`src/rtl/pu_sched_pkg.sv`:
```
// pu_sched_pkg
//   Shared definitions for the PU scheduler: the six PU opcodes the
//   scheduler knows about, the scheduler FSM state type, the requester id
//   type and a helper that tells whether an opcode is one the PU implements.
//   No ports (package).
package pu_sched_pkg;

  localparam logic [7:0] OP_ADD = 8'b00101011;
  localparam logic [7:0] OP_SUB = 8'b00101101;
  localparam logic [7:0] OP_MUL = 8'b00101010;
  localparam logic [7:0] OP_DIV = 8'b00101111;
  localparam logic [7:0] OP_AND = 8'b00100110;
  localparam logic [7:0] OP_OR  = 8'b01111100;

  typedef enum logic [1:0] {
    IDLE = 2'd0,
    WAIT = 2'd1,
    RESP = 2'd2
  } state_t;

  typedef enum logic {
    REQ0 = 1'b0,
    REQ1 = 1'b1
  } req_id_t;

  function automatic logic op_is_legal(input logic [7:0] op);
    case (op)
      OP_ADD, OP_SUB, OP_MUL, OP_DIV, OP_AND, OP_OR: op_is_legal = 1'b1;
      default:                                       op_is_legal = 1'b0;
    endcase
  endfunction

endpackage

```
`src/rtl/pu_rr_arbiter.sv`:
```
// pu_rr_arbiter
//   Two-way round-robin arbiter. The grant is purely combinational from the
//   valid inputs; when both are valid the requester that did not win last
//   time is chosen. The last winner is remembered only when the caller
//   signals that the grant was actually taken (accept).
// Ports:
//   clock     in   system clock, rising edge
//   reset     in   asynchronous active-low reset (last winner := REQ1)
//   valid0/1  in   requester valids
//   accept    in   the current grant was consumed this cycle
//   grant0/1  out  one-hot grant (both low when nothing is valid)
//   grant_id  out  id of the granted requester
module pu_rr_arbiter
  import pu_sched_pkg::*;
(
  input  logic    clock,
  input  logic    reset,
  input  logic    valid0,
  input  logic    valid1,
  input  logic    accept,
  output logic    grant0,
  output logic    grant1,
  output req_id_t grant_id
);

  req_id_t last_grant;

  always_comb begin
    grant_id = REQ0;
    if (valid0 && valid1) begin
      grant_id = (last_grant == REQ0) ? REQ1 : REQ0;
    end else if (valid1) begin
      grant_id = REQ1;
    end
  end

  assign grant0 = valid0 && (grant_id == REQ0);
  assign grant1 = valid1 && (grant_id == REQ1);

  // Resetting to REQ1 makes REQ0 the winner of the first tie.
  always_ff @(posedge clock or negedge reset) begin
    if (!reset) begin
      last_grant <= REQ1;
    end else if (accept) begin
      last_grant <= grant_id;
    end
  end

endmodule

```
`src/rtl/pu_scheduler.sv`:
```
// pu_scheduler
//   Shares one Processing Unit between two requesters. A round-robin winner
//   is accepted in IDLE, its opcode/operands are latched onto the PU inputs
//   and held for PU_LATENCY cycles, then the PU result/overflow is captured
//   and returned as a tagged response on a valid/ready channel.
//
//   Optional build macro PU_SCHED_OPCODE_CHECK_EN: when defined, an accepted
//   opcode the PU does not implement bypasses the PU and is answered
//   directly with rsp_error=1 (result/overflow 0, PU inputs untouched).
//   When undefined every opcode goes to the PU and rsp_error is tied low.
//
// Ports:
//   clock, reset                   clock / async active-low reset
//   req{0,1}_valid/ready           command handshake per requester
//   req{0,1}_opcode/_a/_b          command payload, sampled at accept only
//   rsp_valid/ready                response handshake
//   rsp_id/result/overflow/error   response payload
//   pu_operation/pu_data_a/b       registered drive to the PU
//   pu_result_data/pu_overflow     PU outputs
//
// state | meaning
// IDLE  | arbitrating; the granted requester sees ready
// WAIT  | PU inputs held, latency counter running down
// RESP  | response presented, waiting for rsp_ready
module pu_scheduler
  import pu_sched_pkg::*;
#(
  parameter int PU_LATENCY = 1,
  parameter int DATA_W     = 8
) (
  input  logic              clock,
  input  logic              reset,
  input  logic              req0_valid,
  output logic              req0_ready,
  input  logic [7:0]        req0_opcode,
  input  logic [DATA_W-1:0] req0_a,
  input  logic [DATA_W-1:0] req0_b,
  input  logic              req1_valid,
  output logic              req1_ready,
  input  logic [7:0]        req1_opcode,
  input  logic [DATA_W-1:0] req1_a,
  input  logic [DATA_W-1:0] req1_b,
  output logic              rsp_valid,
  input  logic              rsp_ready,
  output logic              rsp_id,
  output logic [DATA_W-1:0] rsp_result,
  output logic              rsp_overflow,
  output logic              rsp_error,
  output logic [7:0]        pu_operation,
  output logic [DATA_W-1:0] pu_data_a,
  output logic [DATA_W-1:0] pu_data_b,
  input  logic [DATA_W-1:0] pu_result_data,
  input  logic              pu_overflow
);

  localparam logic [3:0] LAT = 4'(PU_LATENCY);

  state_t            state, state_nxt;
  logic [3:0]        wait_cnt;
  req_id_t           cur_id;
  req_id_t           grant_id;
  logic              grant0, grant1;
  logic              accept;
  logic              op_bad;
  logic [7:0]        sel_op;
  logic [DATA_W-1:0] sel_a, sel_b;

  pu_rr_arbiter u_arb (
    .clock    (clock),
    .reset    (reset),
    .valid0   (req0_valid),
    .valid1   (req1_valid),
    .accept   (accept),
    .grant0   (grant0),
    .grant1   (grant1),
    .grant_id (grant_id)
  );

  // Ready is qualified by reset so that every output reads 0 the moment
  // reset is asserted, even though the arbiter grant is combinational.
  assign req0_ready = reset && (state == IDLE) && grant0;
  assign req1_ready = reset && (state == IDLE) && grant1;
  assign accept     = (req0_valid && req0_ready) || (req1_valid && req1_ready);

  assign sel_op = (grant_id == REQ1) ? req1_opcode : req0_opcode;
  assign sel_a  = (grant_id == REQ1) ? req1_a      : req0_a;
  assign sel_b  = (grant_id == REQ1) ? req1_b      : req0_b;

`ifdef PU_SCHED_OPCODE_CHECK_EN
  assign op_bad = !op_is_legal(sel_op);
`else
  assign op_bad = 1'b0;
`endif

  always_comb begin
    state_nxt = state;
    case (state)
      IDLE: if (accept) state_nxt = op_bad ? RESP : WAIT;
      WAIT: if (wait_cnt == 4'd1) state_nxt = RESP;
      RESP: if (rsp_ready) state_nxt = IDLE;
      default: state_nxt = IDLE;
    endcase
  end

  always_ff @(posedge clock or negedge reset) begin
    if (!reset) begin
      state <= IDLE;
    end else begin
      state <= state_nxt;
    end
  end

  always_ff @(posedge clock or negedge reset) begin
    if (!reset) begin
      wait_cnt     <= 4'd0;
      cur_id       <= REQ0;
      pu_operation <= 8'd0;
      pu_data_a    <= '0;
      pu_data_b    <= '0;
      rsp_valid    <= 1'b0;
      rsp_id       <= 1'b0;
      rsp_result   <= '0;
      rsp_overflow <= 1'b0;
    end else begin
      case (state)
        IDLE: begin
          if (accept) begin
            cur_id <= grant_id;
            if (op_bad) begin
              // Rejected opcode: answer immediately, PU inputs keep their
              // previously issued values.
              rsp_valid    <= 1'b1;
              rsp_id       <= grant_id;
              rsp_result   <= '0;
              rsp_overflow <= 1'b0;
            end else begin
              pu_operation <= sel_op;
              pu_data_a    <= sel_a;
              pu_data_b    <= sel_b;
              wait_cnt     <= LAT;
            end
          end
        end
        WAIT: begin
          wait_cnt <= wait_cnt - 4'd1;
          if (wait_cnt == 4'd1) begin
            rsp_valid    <= 1'b1;
            rsp_id       <= cur_id;
            rsp_result   <= pu_result_data;
            rsp_overflow <= pu_overflow;
          end
        end
        RESP: begin
          if (rsp_ready) rsp_valid <= 1'b0;
        end
        default: ;
      endcase
    end
  end

`ifdef PU_SCHED_OPCODE_CHECK_EN
  logic rsp_error_q;

  always_ff @(posedge clock or negedge reset) begin
    if (!reset) begin
      rsp_error_q <= 1'b0;
    end else if (state == IDLE && accept) begin
      rsp_error_q <= op_bad;
    end
  end

  assign rsp_error = rsp_error_q;
`else
  assign rsp_error = 1'b0;
`endif

endmodule

```
`config.mk`:
```
export PLATFORM = sky130hd
export DESIGN_NAME = pu_scheduler
export DESIGN_NICKNAME = d
export VERILOG_FILES = /design/src/rtl/pu_sched_pkg.sv /design/src/rtl/pu_rr_arbiter.sv /design/src/rtl/pu_scheduler.sv
export SDC_FILE = /design/constraint.sdc
export NUM_CORES = 1
export LEC_CHECK = 0
export ABC_AREA = 1
export BUFFER_PORTS_ARGS = -buffer_cell sky130_fd_sc_hd__buf_2
export CORE_ASPECT_RATIO = 2
export CORE_UTILIZATION = 46
export CTS_CLUSTER_DIAMETER = 80
export DETAILED_ROUTE_END_ITERATION = 10
export GPL_ROUTABILITY_DRIVEN = 0
export GPL_TIMING_DRIVEN = 0
export MAX_ROUTING_LAYER = met4
export PLACE_DENSITY_LB_ADDON = 0.1
export SYNTH_ARGS = -nofsm -noshare
export SYNTH_HDL_FRONTEND = slang
export SYNTH_SLANG_ARGS = --single-unit
```
`constraint.sdc`:
```
create_clock -name clock -period 1.7 [get_ports clock]
set_clock_uncertainty 0.1 [all_clocks]
set_input_delay 0.085 -clock clock [delete_from_list [all_inputs] [get_ports clock]]
set_output_delay 0.085 -clock clock [all_outputs]
set_load 0.005 [all_outputs]
```
**Word level (Yosys, flattened, before mapping)**

Index checks and enable logic that the tools add are counted.

- Bits in registers: 43
- Latch bits: 0
- Memory bits (writable): 0
- Memory bits (read-only): 0
- Input bits: 62
- Output and inout bits: 38
- Word-level logic and storage cells: 51
- Memories kept: 0

- $add $sub $neg: 1
- Multiply operators: 0
- Divide/modulo/power cells: 0
- $lt $le $gt $ge: 0
- Equal/unequal tests: 6
- Shifts and indexed selects: 0
- Muxes and demuxes: 15
- Bitwise logic cells: 1
- Reductions and logical operators: 17

Operators with widths:

| operator | number |
|---|---|
| 8-bit two-way mux | 3 |
| 1-bit logical AND | 8 |
| 4-bit one-hot mux with 2 select lines | 1 |
| 2-bit two-way mux | 3 |
| 2-bit != test (second input constant) | 3 |
| 2-bit one-hot mux with 3 select lines | 1 |
| 2-bit AND reduction | 3 |
| 3-bit AND reduction | 2 |
| 1-bit two-way mux | 5 |
| 4-bit by 1-bit == test with 1-bit output (second input constant) | 1 |
| 4-bit two-way mux | 1 |
| 2-bit nonzero test | 2 |
| 4-bit by 1-bit subtractor with 4-bit output (second input constant) | 1 |
| 2-bit by 1-bit == test with 1-bit output (second input constant) | 1 |
| 2-bit == test (second input constant) | 1 |
| 2-bit logical NOT | 1 |
| 1-bit one-hot mux with 2 select lines | 1 |
| 1-bit logical OR | 1 |
| 1-bit NOT | 1 |

**Longest topological paths before layout**

Gate-level depths: netlist (run 1).

- Word-level depth: 9
- Depth in mapped cells: 8

**Cells and area by module**

Synthesis (run 1) repeated with hierarchy kept, for this count alone.

- Cell total of the unflattened synthesis: 236
- Area, all modules: 2158.3 sq um

By module, submodules not included:

| module | instances | cells each | area an instance (sq um) | seq. area each (sq um) |
|---|---|---|---|---|
| pu_scheduler | 1 | 227 | 2085.8 | 1051.0 |
| pu_rr_arbiter | 1 | 9 | 72.6 | 26.3 |

**Worst setup path before layout (run 1)**

No wires, ideal clock.

- Path type: register to register
- From: register u_arb.last_grant
- To: register pu_data_a[0]
- Setup time: 0.118 ns
- Arrival: 1.142 ns
- Setup slack: 0.340 ns
- Cell stages (with the launch flop): 9
- Path buffers: 1
- Cell sequence: dfstp_2 nand2_1 nand2_2 inv_2 nand2_4 nand2_4 buf_4 nand2_1 nand2_1

- Cells in the longest elaborated chain, start to end: 8
- Elaborated cells between the ends (all ways): 12

RTL lines:

| element | line | RTL |
|---|---|---|
| from (decl) | pu_rr_arbiter.sv:26 | `req_id_t last_grant;` |
| from (signal assigned) | pu_rr_arbiter.sv:45 | `last_grant <= grant_id;` |
| 1-bit two-way mux (*) | pu_rr_arbiter.sv:31 | `grant_id = (last_grant == REQ0) ? REQ1 : REQ0;` |
| 1-bit two-way mux (*) | pu_rr_arbiter.sv:30 | `if (valid0 && valid1) begin` |
| 1-bit NOT | pu_rr_arbiter.sv:37 | `assign grant0 = valid0 && (grant_id == REQ0);` |
| 1-bit logical AND | pu_rr_arbiter.sv:37 |  |
| 1-bit logical AND | pu_scheduler.sv:81 | `assign req0_ready = reset && (state == IDLE) && grant0;` |
| 1-bit logical AND | pu_scheduler.sv:83 | `assign accept = (req0_valid && req0_ready) \|\| (req1_valid && req1_ready);` |
| 1-bit logical OR | pu_scheduler.sv:83 |  |
| 2-bit AND reduction (no source line) | - |  |
| to (signal assigned) | pu_scheduler.sv:138 | `pu_data_a <= sel_a;` |
| to (decl) | pu_scheduler.sv:50 | `output logic [DATA_W-1:0] pu_data_a,` |

Every way passes the cells marked *; elsewhere a longest branch is shown, timed or not.
A chain may end at the register's enable or synchronous reset.

**Worst setup path after layout (run 1)**

- From: register state[1]
- To: output port req0_ready

- Cells in the longest elaborated chain, start to end: 3

RTL lines:

| element | line | RTL |
|---|---|---|
| from (decl) | pu_scheduler.sv:58 | `state_t state, state_nxt;` |
| from (signal assigned) | pu_scheduler.sv:109 | `state <= state_nxt;` |
| 2-bit logical NOT | pu_scheduler.sv:81 |  |
| 1-bit logical AND (2 in a row) | pu_scheduler.sv:81 |  |
| to (decl) | pu_scheduler.sv:34 | `output logic req0_ready,` |

No other way between the ends.

==> results of run 1 <==
[per-layer routing]
layer  up-vias  global-route usage  routed length [um]
met4         0               0.141                 206
li1       1173                   -                   -
met2        86               0.498                3450
met3        21              0.0405                 268
met1      1039               0.290                2240
met5         -                   -                   0
[cells by family after synthesis]
group,after synthesis
buffers and inverters,33
adder cells (fa/ha/maj),2
AND/OR/NAND/NOR,185
XOR/XNOR,1
other,1
flip-flops,43
AO/OA/AOI/OAI,14
[where the power goes]
group	internal [W]	leakage, nW	switching (W)
Combinational	0.000869	1.37	0.00103
Sequential	0.00151	0.531	0.000261
Clock	0.000475	0.0612	0.000347
[cell type report]
| cell class | instances | area (um2) | area share |
|---|---|---|---|
| buffer | 14 | 83.8 | 0.0251 |
| clock buffer | 6 | 82.6 | 0.0247 |
| clock inverter | 2 | 35.0 | 0.0105 |
| inverter | 18 | 67.6 | 0.0202 |
| multi-input combinational | 203 | 892 | 0.267 |
| sequential | 43 | 1080 | 0.323 |
| tap | 54 | 67.6 | 0.0202 |
| timing repair buffer | 152 | 1030 | 0.309 |
[registers in the layout, indices dropped and copies added (netlist names)]
register,flops
wait_cnt,4
pu_operation,8
rsp_result,8
u_arb.last_grant,1
rsp_valid,1
cur_id,1
rsp_overflow,1
state,2
rsp_id,1
pu_data_b,8
pu_data_a,8
[timing repair]
item | in CTS | in global routing
gates resized for setup | 2 | 1
setup endpoints to repair | 2 | 3
setup buffers | 1 | 0
pin swaps | 1 | 0
endpoints found under the hold margin | 75 | 42
[worst max path at each step]
stage / end / slack (ns) / depth (start not counted)
floorplan: pu_data_a[0] / 0.34 / 8
global placement: pu_operation[7] / -0.23 / 6
detailed placement: pu_operation[5] / -0.25 / 6
CTS: req0_ready / 0.04 / 5
global route: req0_ready / 0.02 / 5
finish: req0_ready / 0.09 / 5
[metrics by stage]
step | cells | setup TNS [ns]
after floorplan | 279 | 0
after global placement | 431 | -5.41
after detailed placement | 431 | -6.08
after CTS | 492 | 0
after global routing | 492 | 0
final | 492 | 0
[placed cells by master (no fill, tap or decap), types with 6 or more instances in the layout]
master / netlist / routed
buf_2: 8 / 104
nand2_1: 142 / 142
nand3_1: 29 / 29
dlygate4sd3_1: 0 / 53
o21ai_0: 11 / 11
buf_4: 6 / 8
inv_1: 15 / 15
clkbuf_8: 0 / 6
dfrtp_1: 42 / 42
==> impl_metrics.tcl, run 1 <==
set metrics [dict create \
    synthAdderAreaFrac 0.0118 \
    synth-seq-area-share 0.509 \
    fin_nets 501 \
    start_kind "flop" \
    fmax_mhz 622 \
    setup.worst_path.start "state[1]" \
    finalHoldViolations 42 \
    io_pins 100 \
    cp.required_ns 1.51 \
    critical_path.slowest_cell "dfrtp_1" \
    ff2ff_path_depth 8 \
    initial_core_util 0.483 \
    hold_ws_ns -0.328 \
    cap_viol_max_count 0 \
    ctsHoldBuffers 53 \
    drive_above_1_share 0.301 \
    fillers 350 \
    finalCritPeriodShare 0.945 \
    root_buffer "clkbuf_8" \
    holdCritPathClass "in2async" \
    yosys-top-cells-area "dfrtp_1 (50%), nand2_1 (25%), nand3_1 (6.9%), inv_1 (2.7%), o21ai_0 (2.6%)" \
    dp_slack_ns -0.248 \
    power.leakage_nw 1.96 \
    ff2ff_setup_slack_ns 0.16 \
    grt_pass1_vias 2417 \
    tightest_slew_ns 0.558 \
    antenna_found_initial 0 \
    synthSimpleGateAreaFrac 0.364 \
    critPathArrivalTime_ns 1.42 \
    r2r_start "u_arb.last_grant" \
    violations "hold timing" \
    htree_levels 2 \
    synth_top_area_frac 0.496 \
    rows 34 \
    die_height_um 98.0 \
    cp_max_fo 10 \
    fin_ws_ns 0.0927 \
    crit_chain "inv_2, nand4_2, buf_4, nor2_2, buf_2" \
    synth_compound_area_frac 0.0354 \
    place_area_um2 2680 \
    syn_inst 279 \
    yosys-top-cells-count "nand2_1 (142), dfrtp_1 (42), nand3_1 (29)" \
    critical_path_buf_inv_count 3 \
    netlist_area_um2 2120 \
    cts_buffer_depth 2 \
    grt_max_degree 46 \
    clkLatencyLatePin_ns 0.29 \
    vias_per_cell 4.71 \
    cts_tree "done" \
    period_minus_slack_ns 1.61 \
    finalPower_w 0.00449 \
    diodes 0 \
    synthFlopType "dfrtp_1" \
    p_per_area_nw_per_um2 1350 \
    clock_sinks 43 \
    ir_drop_v 0.000921 \
    yosysMostFrequentCell "nand2_1" \
    dr.first_iter.drc_count 37 \
    routed_wl_um 6160 \
    dp_hpwl_um 3750 \
    relSlewSlack 0.628 \
    core_um2 4380 \
    synth_top_cell_by_area "dfrtp_1" \
    cts.clk_slew.worst_paths_ns 0.08 \
    critPathCaptureType "output pin" \
    dieWidth_um 50.0 \
    area_growth_pct 57.5 \
    synth_mux_area_frac 0 \
    r2r-end "pu_operation[3]" \
    grt_pass1_wl_um 10400 \
    yosysWarningCount 0 \
    wl_per_cell_um 12.5 \
    cts-buffers-inserted 5 \
    synth_xor_area_frac 0.00413 \
    postLayoutCoreUtil 0.762 \
    syn-num-nets 343 \
    stdcell_area_um2 3340 \
    dieArea_um2 4900 \
    synth_top_family_by_area "simple AND/OR/NAND/NOR gates" \
    drtPass1Iterations 5 \
    vias 2319 \
    finalSetupViolations 0 \
    grt_use_total 0.282 \
    outcome "finished, violations left" \
    portBuffers 98 \
    antenna_left 0 \
    rsz0062_at_grt "no" \
    cpLargestDelayFamily "buffers and inverters" \
    max_stage_delay_ns 0.42 \
    synthArstFlopShare 1.00 \
    avgSynthCellArea_um2 7.59 \
    ys_types 24 \
    worstSetupPathType "reg2out" \
    drc 0 \
    synth_edf_count 0 \
    synth-seq-cells 43 \
    grt_overflow 0 \
    drv_slew 0 \
]
(Power assumes the default switching activity.)
==> run 2, diff against run 1 <==
--- a/config.mk
+++ b/config.mk
@@ -7,8 +7,11 @@
 export LEC_CHECK = 0
 export ABC_AREA = 1
 export BUFFER_PORTS_ARGS = -buffer_cell sky130_fd_sc_hd__buf_2
+export CAP_MARGIN = 10
+export CELL_PAD_IN_SITES_DETAIL_PLACEMENT = 1
+export CELL_PAD_IN_SITES_GLOBAL_PLACEMENT = 1
 export CORE_ASPECT_RATIO = 2
-export CORE_UTILIZATION = 46
+export CORE_UTILIZATION = 32
 export CTS_CLUSTER_DIAMETER = 80
 export DETAILED_ROUTE_END_ITERATION = 10
 export GPL_ROUTABILITY_DRIVEN = 0
==> run 2 against run 1 <==
  * The run still ends with hold timing left
  * Critical path depth is 2 higher
  * Worst setup slack worse by 0.030 ns
  * Non-clock buffer count down 26
  * First-iteration DRC count increased by 120%
  * Count of clock-buffer cells in the layout unchanged
  * Register-to-register slack about the same
  * Combinational power about the same
  * Final area shrank 4.8%
  * Global-route usage shrank 8.3 points
  * Flip-flop and latch count did not move
  * Largest power group unchanged
  * Highest routed layer unchanged
==> impl_metrics.tcl, run 2 (same netlist as run 1, synthesis figures left out) <==
set metrics [dict create \
    dp_slack_ns -0.294 \
    fillers 845 \
    critical_path.slowest_cell "dfstp_2" \
    area_growth_pct 49.9 \
    drc 0 \
    dieArea_um2 6970 \
    portBuffers 98 \
    grt_pass1_wl_um 10200 \
    grt_use_total 0.199 \
    grt_max_degree 46 \
    antenna_left 0 \
    vias 2229 \
    critPathCaptureType "output pin" \
    tightest_slew_ns 0.578 \
    p_per_area_nw_per_um2 1510 \
    htree_levels 2 \
    finalCritPeriodShare 0.963 \
    cp_max_fo 8 \
    cpLargestDelayFamily "flip-flops" \
    initial_core_util 0.333 \
    rows 41 \
    max_stage_delay_ns 0.54 \
    grt_overflow 0 \
    postLayoutCoreUtil 0.499 \
    dr.first_iter.drc_count 81 \
    multiInputGateArea_um2 892 \
    wl_per_cell_um 12.6 \
    rsz0062_at_grt "no" \
    drtPass1Iterations 4 \
    fin_nets 475 \
    worstSetupPathType "reg2out" \
    fin_tns_setup_ns 0 \
    cts_tree "done" \
    critPathArrivalTime_ns 1.45 \
    start_kind "flop" \
    root_buffer "clkbuf_16" \
    holdCritPathClass "in2async" \
    critical_path_buf_inv_count 4 \
    clkLatencyLatePin_ns 0.28 \
    finalSetupViolations 0 \
    seq_area_um2 1080 \
    fin_ws_ns 0.0623 \
    cap_viol_max_count 0 \
    relSlewSlack 0.615 \
    drive_above_1_share 0.325 \
    finalHoldViolations 46 \
    hold_ws_ns -0.298 \
    vias_per_cell 4.48 \
    crit_path_end "req1_ready" \
    period_minus_slack_ns 1.64 \
    power.leakage_nw 1.88 \
    cts.clk_slew.worst_paths_ns 0.06 \
    antenna_found_initial 0 \
    io_pins 100 \
    grt_pass1_vias 2232 \
    cp.required_ns 1.51 \
    die_height_um 117 \
    routed_wl_um 6300 \
    core_um2 6360 \
    ir_drop_v 0.000516 \
    fmax_mhz 611 \
    ff2ff_path_depth 8 \
    ff2ff_setup_slack_ns 0.17 \
    cts_buffer_depth 2 \
    layout_commonest_cell "nand2_1" \
    dp_hpwl_um 4500 \
    r2r-end "pu_operation[3]" \
    cp_num_cells 7 \
    r2r_start "u_arb.last_grant" \
    diodes 0 \
    ctsHoldBuffers 25 \
    violations "hold timing" \
    dieWidth_um 59.5 \
    setup.worst_path.start "u_arb.last_grant" \
    clock_sinks 43 \
    outcome "finished, violations left" \
    drv_slew 0 \
    cp_common_cell "nand2_4" \
    final_cell_mix "nand2_1 (142), buf_2 (104), dfrtp_1 (42)" \
    crit_chain "nand2_1, nand2_4, inv_2, nand2_4, buf_6, inv_1, buf_2" \
    cts-buffers-inserted 5 \
]
[run 2: cell types whose count changed in the layout (fill, tap and decap cells not counted), sizes merged]
cell / change
dlygate4sd3: -28
buf: +2
[run 2: through the flow]
stage                     cells  power [W]  cell area, um2
after floorplan             279    0.00285            2120
after CTS                   498    0.00488            3170
after global routing        498    0.00522            3180
final                       498    0.00479            3180
after detailed placement    463    0.00367            2720
after global placement      463    0.00357            2720
[run 2: layer usage]
metal / track usage / vias to the layer above / share of wire
li1: - / 1123 / -
met1: 0.200 / 1039 / 0.37
met2: 0.384 / 58 / 0.58
met3: 0.0264 / 9 / 0.028
met4: 0.0620 / 0 / 0.019
met5: - / - / 0
[run 2: final cells by class]
cell class	instances	share of cell area
Buffer	15	0.0311
Clock buffer	6	0.0437
Clock inverter	2	0.0110
Inverter	18	0.0213
Multi-Input combinational cell	203	0.281
Sequential cell	43	0.339
Tap cell	86	0.0339
Timing Repair Buffer	125	0.239
[run 2: power breakdown]
part,switching [W],leakage (nW),internal [W]
registers,0.000270,0.531,0.00152
logic,0.00106,1.26,0.000843
clock network,0.000378,0.0868,0.000730
[run 2: worst min-delay path by stage]
stage                     slack, ns              end  startpoint
after global routing          -0.26    rsp_result[0]       reset
after floorplan               -0.31           cur_id       reset
after CTS                     -0.27    rsp_result[0]       reset
final                         -0.30  pu_operation[5]       reset
after detailed placement       0.18         state[1]   rsp_ready
after global placement         0.18         state[1]   rsp_ready
[run 2: what timing repair did]
item	CTS	global route
pin swaps	1	1
buffers inserted	2	0
endpoints found under the hold margin	63	42
endpoints found under the setup margin	6	2
gates cloned	0	0
gates resized for setup	5	1
